### config.mk
export PLATFORM = sky130hd
export DESIGN_NAME = fft_frame_feeder
export DESIGN_NICKNAME = d
export VERILOG_FILES = /design/src/rtl/fft_frame_feeder.sv
export SDC_FILE = /design/constraint.sdc
export NUM_CORES = 1
export LEC_CHECK = 0
export CAP_MARGIN = 20
export CORE_MARGIN = 2
export CORE_UTILIZATION = 52
export CTS_CLUSTER_DIAMETER = 200
export CTS_CLUSTER_SIZE = 10
export DETAILED_ROUTE_END_ITERATION = 10
export DONT_BUFFER_PORTS = 1
export PLACE_DENSITY = 0.77
export SLEW_MARGIN = 15
export SYNTH_ARGS = -nofsm -noshare
export SYNTH_HDL_FRONTEND = slang
export SYNTH_SLANG_ARGS = --single-unit
### constraint.sdc
create_clock -name clk -period 2.6 [get_ports clk]
set_input_delay 0.39 -clock clk [delete_from_list [all_inputs] [get_ports clk]]
set_output_delay 0.39 -clock clk [all_outputs]
set_load 0.01 [all_outputs]
### src/rtl/fft_frame_feeder.sv
// rtl/fft_frame_feeder.sv - double-buffered 8-sample frame store driving the serial FFT load protocol
module fft_frame_feeder #(
  parameter int width = 9,
  parameter int N     = 8,
  parameter int GAP   = 2
) (
  input  logic             clk,
  input  logic             rstn,
  input  logic             s_valid,
  input  logic [width-1:0] s_data,
  output logic             s_ready,
  output logic             fft_vld_in,
  output logic [width-1:0] fft_in,
  output logic             fft_start,
  output logic             busy,
  output logic [7:0]       frame_cnt
);

  localparam int            IW       = $clog2(N);
  localparam logic [IW-1:0] LAST_IDX = IW'(N - 1);
  localparam logic [3:0]    GAP_LOAD = (GAP > 0) ? 4'(GAP - 1) : 4'd0;

  typedef enum logic [1:0] {IDLE, SEND, GAP_WAIT, START} state_t;

  state_t           state;
  logic [width-1:0] mem [0:2*N-1];
  logic [1:0]       full;
  logic             wr_bank;
  logic             rd_bank;
  logic [IW-1:0]    wr_idx;
  logic [IW-1:0]    rd_idx;
  logic [3:0]       gap_cnt;
  logic             accept;
  logic             fill_done;
  logic             drain_done;

  // Ready depends only on the registered flags, so there is no path from s_valid
  assign s_ready    = !full[wr_bank];
  assign accept     = s_valid && s_ready;
  assign fill_done  = accept && (wr_idx == LAST_IDX);
  assign drain_done = (state == START);

  // Sample storage; contents are don't-care after reset, so no reset here
  always_ff @(posedge clk) begin
    if (accept) begin
      mem[{wr_bank, wr_idx}] <= s_data;
    end
  end

  // Fill pointer: advance per accept, hop to the other bank after the last slot
  always_ff @(posedge clk or negedge rstn) begin
    if (!rstn) begin
      wr_bank <= 1'b0;
      wr_idx  <= '0;
    end else if (accept) begin
      wr_idx <= fill_done ? '0 : wr_idx + 1'b1;
      if (fill_done) begin
        wr_bank <= !wr_bank;
      end
    end
  end

  // Bank-full flags; the fill side and drain side always touch different banks
  always_ff @(posedge clk or negedge rstn) begin
    if (!rstn) begin
      full <= '0;
    end else begin
      if (fill_done) begin
        full[wr_bank] <= 1'b1;
      end
      if (drain_done) begin
        full[rd_bank] <= 1'b0;
      end
    end
  end

  // Drain sequencer: N beats out of one bank, GAP idle cycles, then a start pulse
  always_ff @(posedge clk or negedge rstn) begin
    if (!rstn) begin
      state      <= IDLE;
      rd_bank    <= 1'b0;
      rd_idx     <= '0;
      gap_cnt    <= '0;
      fft_vld_in <= 1'b0;
      fft_in     <= '0;
      fft_start  <= 1'b0;
      busy       <= 1'b0;
      frame_cnt  <= '0;
    end else begin
      case (state)
        IDLE: begin
          if (full[rd_bank]) begin
            state      <= SEND;
            busy       <= 1'b1;
            fft_vld_in <= 1'b1;
            fft_in     <= mem[{rd_bank, rd_idx}];
            rd_idx     <= rd_idx + 1'b1;
          end
        end
        SEND: begin
          // rd_idx wraps back to zero once every slot of the bank has been shown
          if (rd_idx != '0) begin
            fft_in <= mem[{rd_bank, rd_idx}];
            rd_idx <= rd_idx + 1'b1;
          end else begin
            fft_vld_in <= 1'b0;
            fft_in     <= '0;
            if (GAP == 0) begin
              state     <= START;
              fft_start <= 1'b1;
              frame_cnt <= frame_cnt + 8'd1;
            end else begin
              state   <= GAP_WAIT;
              gap_cnt <= GAP_LOAD;
            end
          end
        end
        GAP_WAIT: begin
          if (gap_cnt == '0) begin
            state     <= START;
            fft_start <= 1'b1;
            frame_cnt <= frame_cnt + 8'd1;
          end else begin
            gap_cnt <= gap_cnt - 4'd1;
          end
        end
        START: begin
          fft_start <= 1'b0;
          rd_bank   <= !rd_bank;
          // Chain straight into the next frame when the other bank is already waiting
          if (full[!rd_bank]) begin
            state      <= SEND;
            fft_vld_in <= 1'b1;
            fft_in     <= mem[{!rd_bank, rd_idx}];
            rd_idx     <= rd_idx + 1'b1;
          end else begin
            state <= IDLE;
            busy  <= 1'b0;
          end
        end
        default: state <= IDLE;
      endcase
    end
  end

endmodule
==> reports/qor.yml <==
status: "completed"
synth-seq-cells: 180
cp.arrival_ns: 2.47
clkPwrFrac_pct: 26.5
synth_area_leaders: "edfxtp_1 58%, dfrtp_1 12%, mux4_2 11%, ha_1 2.3%, mux2i_1 1.9%"
syn_avg_cell_area_um2: 17.30
gp_congestion: 0.7734
hold_depth: 0
antenna_found_initial: 0
setup_tns_ns: 0
rows: 43
synth.most_common_cell: "edfxtp_1"
post-cts-setup-buffer-count: 0
worst-r2r-cell-count: 6
drt_first_pass_iters: 5
vdd_ir_drop_max_v: 0.0005540
hold-path-endpoint: "mem[8][3]"
worst_slew_pin_slew_ns: 0.6273
synth.distinct_cells: 48
hp-class: "in -> reg"
diodes: 0
slew_headroom_pct: 58.18
crit_family: "compound AO/OA/AOI/OAI gates"
drv_slew: 0
fin_nets: 467
critPathRequiredTime_ns: 2.94
drcViolationCount: 0
p_leak_nw: 2.869
r2r_slack_ns: 0.47
critPathCaptureType: "register"
wl_mm: 14.11
fmax_ghz: 0.4703
grtUsageTotal_pct: 20.36
dp_hpwl_mm: 8.662
die_y_um: 123.7
rsz0062_at_grt: "false"
n_fill_cell: 989
via_per_inst: 5.961
finalSetupViolations: 0
cts_sinks: 180
insertion_delay_ns: 0.43
areaGrowthSynthToFinish_pct: 10.88
drive_above_1_share_pct: 17.84
synth-main-ff-cell: "edfxtp_1"
dieWidth_um: 123.7
design.core.area_um2: 13930
grt-ovfl-total: 0
syn_inst: 431
initial_core_util_pct: 53.50
drt-wirelength-per-cell_um: 22.25
die_area_um2: 15310
synthTopCellsByCount: "144 x edfxtp_1, 36 x dfrtp_1, 36 x mux4_2"
cts_max_level: 4
path_clk_slew_ns: 0.07
path_buf_inv: 1
vias: 3779
syn-num-nets: 457
synth_area_um2: 7455
intPower_mw: 6.283
crit_type: "reg -> reg"
maxCapViolCount: 0
switchingPower_mw: 3.062
r2r-start: "gap_cnt[0]"
power.share.combinational_pct: 31.5
cts_buffer_depth: 2
synthArstFlopShare_pct: 20.00
timing.final.crit_share_pct: 81.78
wl_met3_mm: 1.066
seq_area_frac_synth_pct: 70.09
topRoutingLayerUsed: "met4"
path_max_fanout: 8
clock-root-buffer: "clkbuf_16"
post-route-util_pct: 59.32
postCtsResizedCells: 0
grt_pass1_vias: 3876
portBuffers: 0
finalHoldViolations: 0
synth_top_area_share_pct: 58.01
ys_warn_count: 0
cp.depth: 6
clock_skew_ns: 0.007025
grt_max_degree: 41
dr.first_iter.drc_count: 296
wl_met1_mm: 5.696
cts_tree: "done"
r2r_end: "state[0]"
critPathLaunchType: "register"
final_antenna_net_count: 0
synth-edff-count: 144
cts-buffers-inserted: 17
p_sw_share_pct: 32.77
powerDensity_nw_per_um2: 1131
hp-start: "s_data[3]"
finalCriticalPeriod_ns: 2.126
crit_chain: "inv_1 > ha_1 > or3b_1 > a222oi_1 > o21ai_1 > a22oi_1"
synth_top_area_cell: "edfxtp_1"
slowest_delay_ns: 0.52
seqPwrFrac_pct: 42.0
wl_met2_mm: 6.999
grt_pass1_wl_mm: 21.92
cp_slowest_cell: "a222oi_1"
io_pins: 33
==> repair_timing <==
item	in CTS	in global routing
hold buffers	2	0
endpoints found under the hold margin	36	0
endpoints found under the setup margin	0	0
==> cell families after synthesis <==
kind of cell / synth area share (%)
flip-flops: 70.09
AO/OA/AOI/OAI: 5.404
buffers and inverters: 1.846
AND/OR/NAND/NOR: 5.959
adder cells (fa/ha/maj): 2.350
multiplexers: 13.06
XOR/XNOR: 1.292
==> routing by layer <==
layer  track usage [%]  up-vias
met5                 0        -
met4             8.523        0
met3             6.914       26
met2             32.59      116
met1             25.55     1932
li1                  -     1705
==> placed cells by master (no fill, tap or decap), types with 2 or more instances in the layout <==
master | synthesis | routed
edfxtp_1 | 144 | 144
mux4_2 | 36 | 36
dfrtp_1 | 36 | 36
nand2_1 | 32 | 32
and2_1 | 17 | 17
clkbuf_16 | 0 | 17
o21ai_0 | 16 | 16
mux2i_1 | 14 | 14
ha_1 | 14 | 14
inv_1 | 13 | 13
a21boi_0 | 11 | 11
o22a_1 | 9 | 9
xnor2_1 | 9 | 9
nor2_1 | 8 | 8
nor3_1 | 5 | 5
buf_4 | 0 | 5
nand2b_1 | 4 | 4
nand3_1 | 4 | 4
clkinvlp_4 | 0 | 4
a31oi_1 | 3 | 3
nand4_1 | 3 | 3
a21oi_1 | 3 | 3
clkinv_2 | 0 | 3
inv_6 | 0 | 3
nor2b_1 | 2 | 2
o21ai_1 | 2 | 2
mux2_2 | 2 | 2
a21o_1 | 2 | 2
o211ai_1 | 2 | 2
a22oi_1 | 2 | 2
xor2_1 | 2 | 2
a221o_1 | 2 | 2
clkinv_8 | 0 | 2
buf_12 | 0 | 2
==> power by group through the flow <==
stage / Clock [mW] / Sequential (mW) / Combinational (mW)
finish: 2.47 / 3.93 / 2.94
global route: 2.63 / 3.98 / 3.24
CTS: 2.52 / 3.93 / 2.97
detailed placement: 0 / 3.99 / 2.94
global placement: 0 / 3.97 / 2.83
floorplan: 0 / 3.83 / 2.33
==> registers in the layout, indices dropped and copies added, names as in the netlist <==
| name | cells |
|---|---|
| rd_idx | 3 |
| state | 2 |
| wr_idx | 3 |
| full | 2 |
| fft_vld_in | 1 |
| gap_cnt | 4 |
| wr_bank | 1 |
| fft_in | 9 |
| fft_start | 1 |
| frame_cnt | 8 |
| mem | 144 |
| busy | 1 |
| rd_bank | 1 |
==> worst max-delay path by stage <==
stage / slack, ns / to / startpoint
6_report: 0.47 / state[0] / gap_cnt[0]
5_1_grt: 0.36 / state[0] / gap_cnt[0]
4_1_cts: 0.50 / state[0] / gap_cnt[0]
3_5_place_dp: 0.53 / state[0] / gap_cnt[0]
3_3_place_gp: 0.61 / fft_in[2] / rd_idx[0]
2_1_floorplan: 0.63 / fft_in[0] / rd_idx[1]
==> metrics by stage <==
stage	power (mW)	std cells	worst slack (ns)	cell area (µm²)	hold WS, ns
2_1_floorplan	6.169	431	0.6348	7455	0.09441
3_3_place_gp	6.799	600	0.6064	7656	0.09591
5_1_grt	9.851	634	0.3564	8265	0.02887
6_report	9.346	634	0.4736	8265	0.05198
4_1_cts	9.420	634	0.5009	8265	0.03450
3_5_place_dp	6.925	600	0.5320	7656	0.09543
==> worst reg2reg max path, stage by stage (launching register included) <==
cell,delay (ns)
dfrtp_1,0.40
inv_1,0.09
ha_1,0.20
or3b_1,0.50
a222oi_1,0.52
o21ai_1,0.13
a22oi_1,0.20
==> cell type report <==
class | instances | area (µm²) | area share, %
Clock buffer | 17 | 425.4 | 5.147
Clock inverter | 15 | 153.9 | 1.862
Inverter | 15 | 56.30 | 0.6812
Multi-Input combinational cell | 219 | 2092 | 25.31
Sequential cell | 180 | 5225 | 63.22
Tap cell | 180 | 225.2 | 2.725
Timing Repair Buffer | 8 | 87.58 | 1.060
No activity file was read; power rests on OpenSTA's default activity.
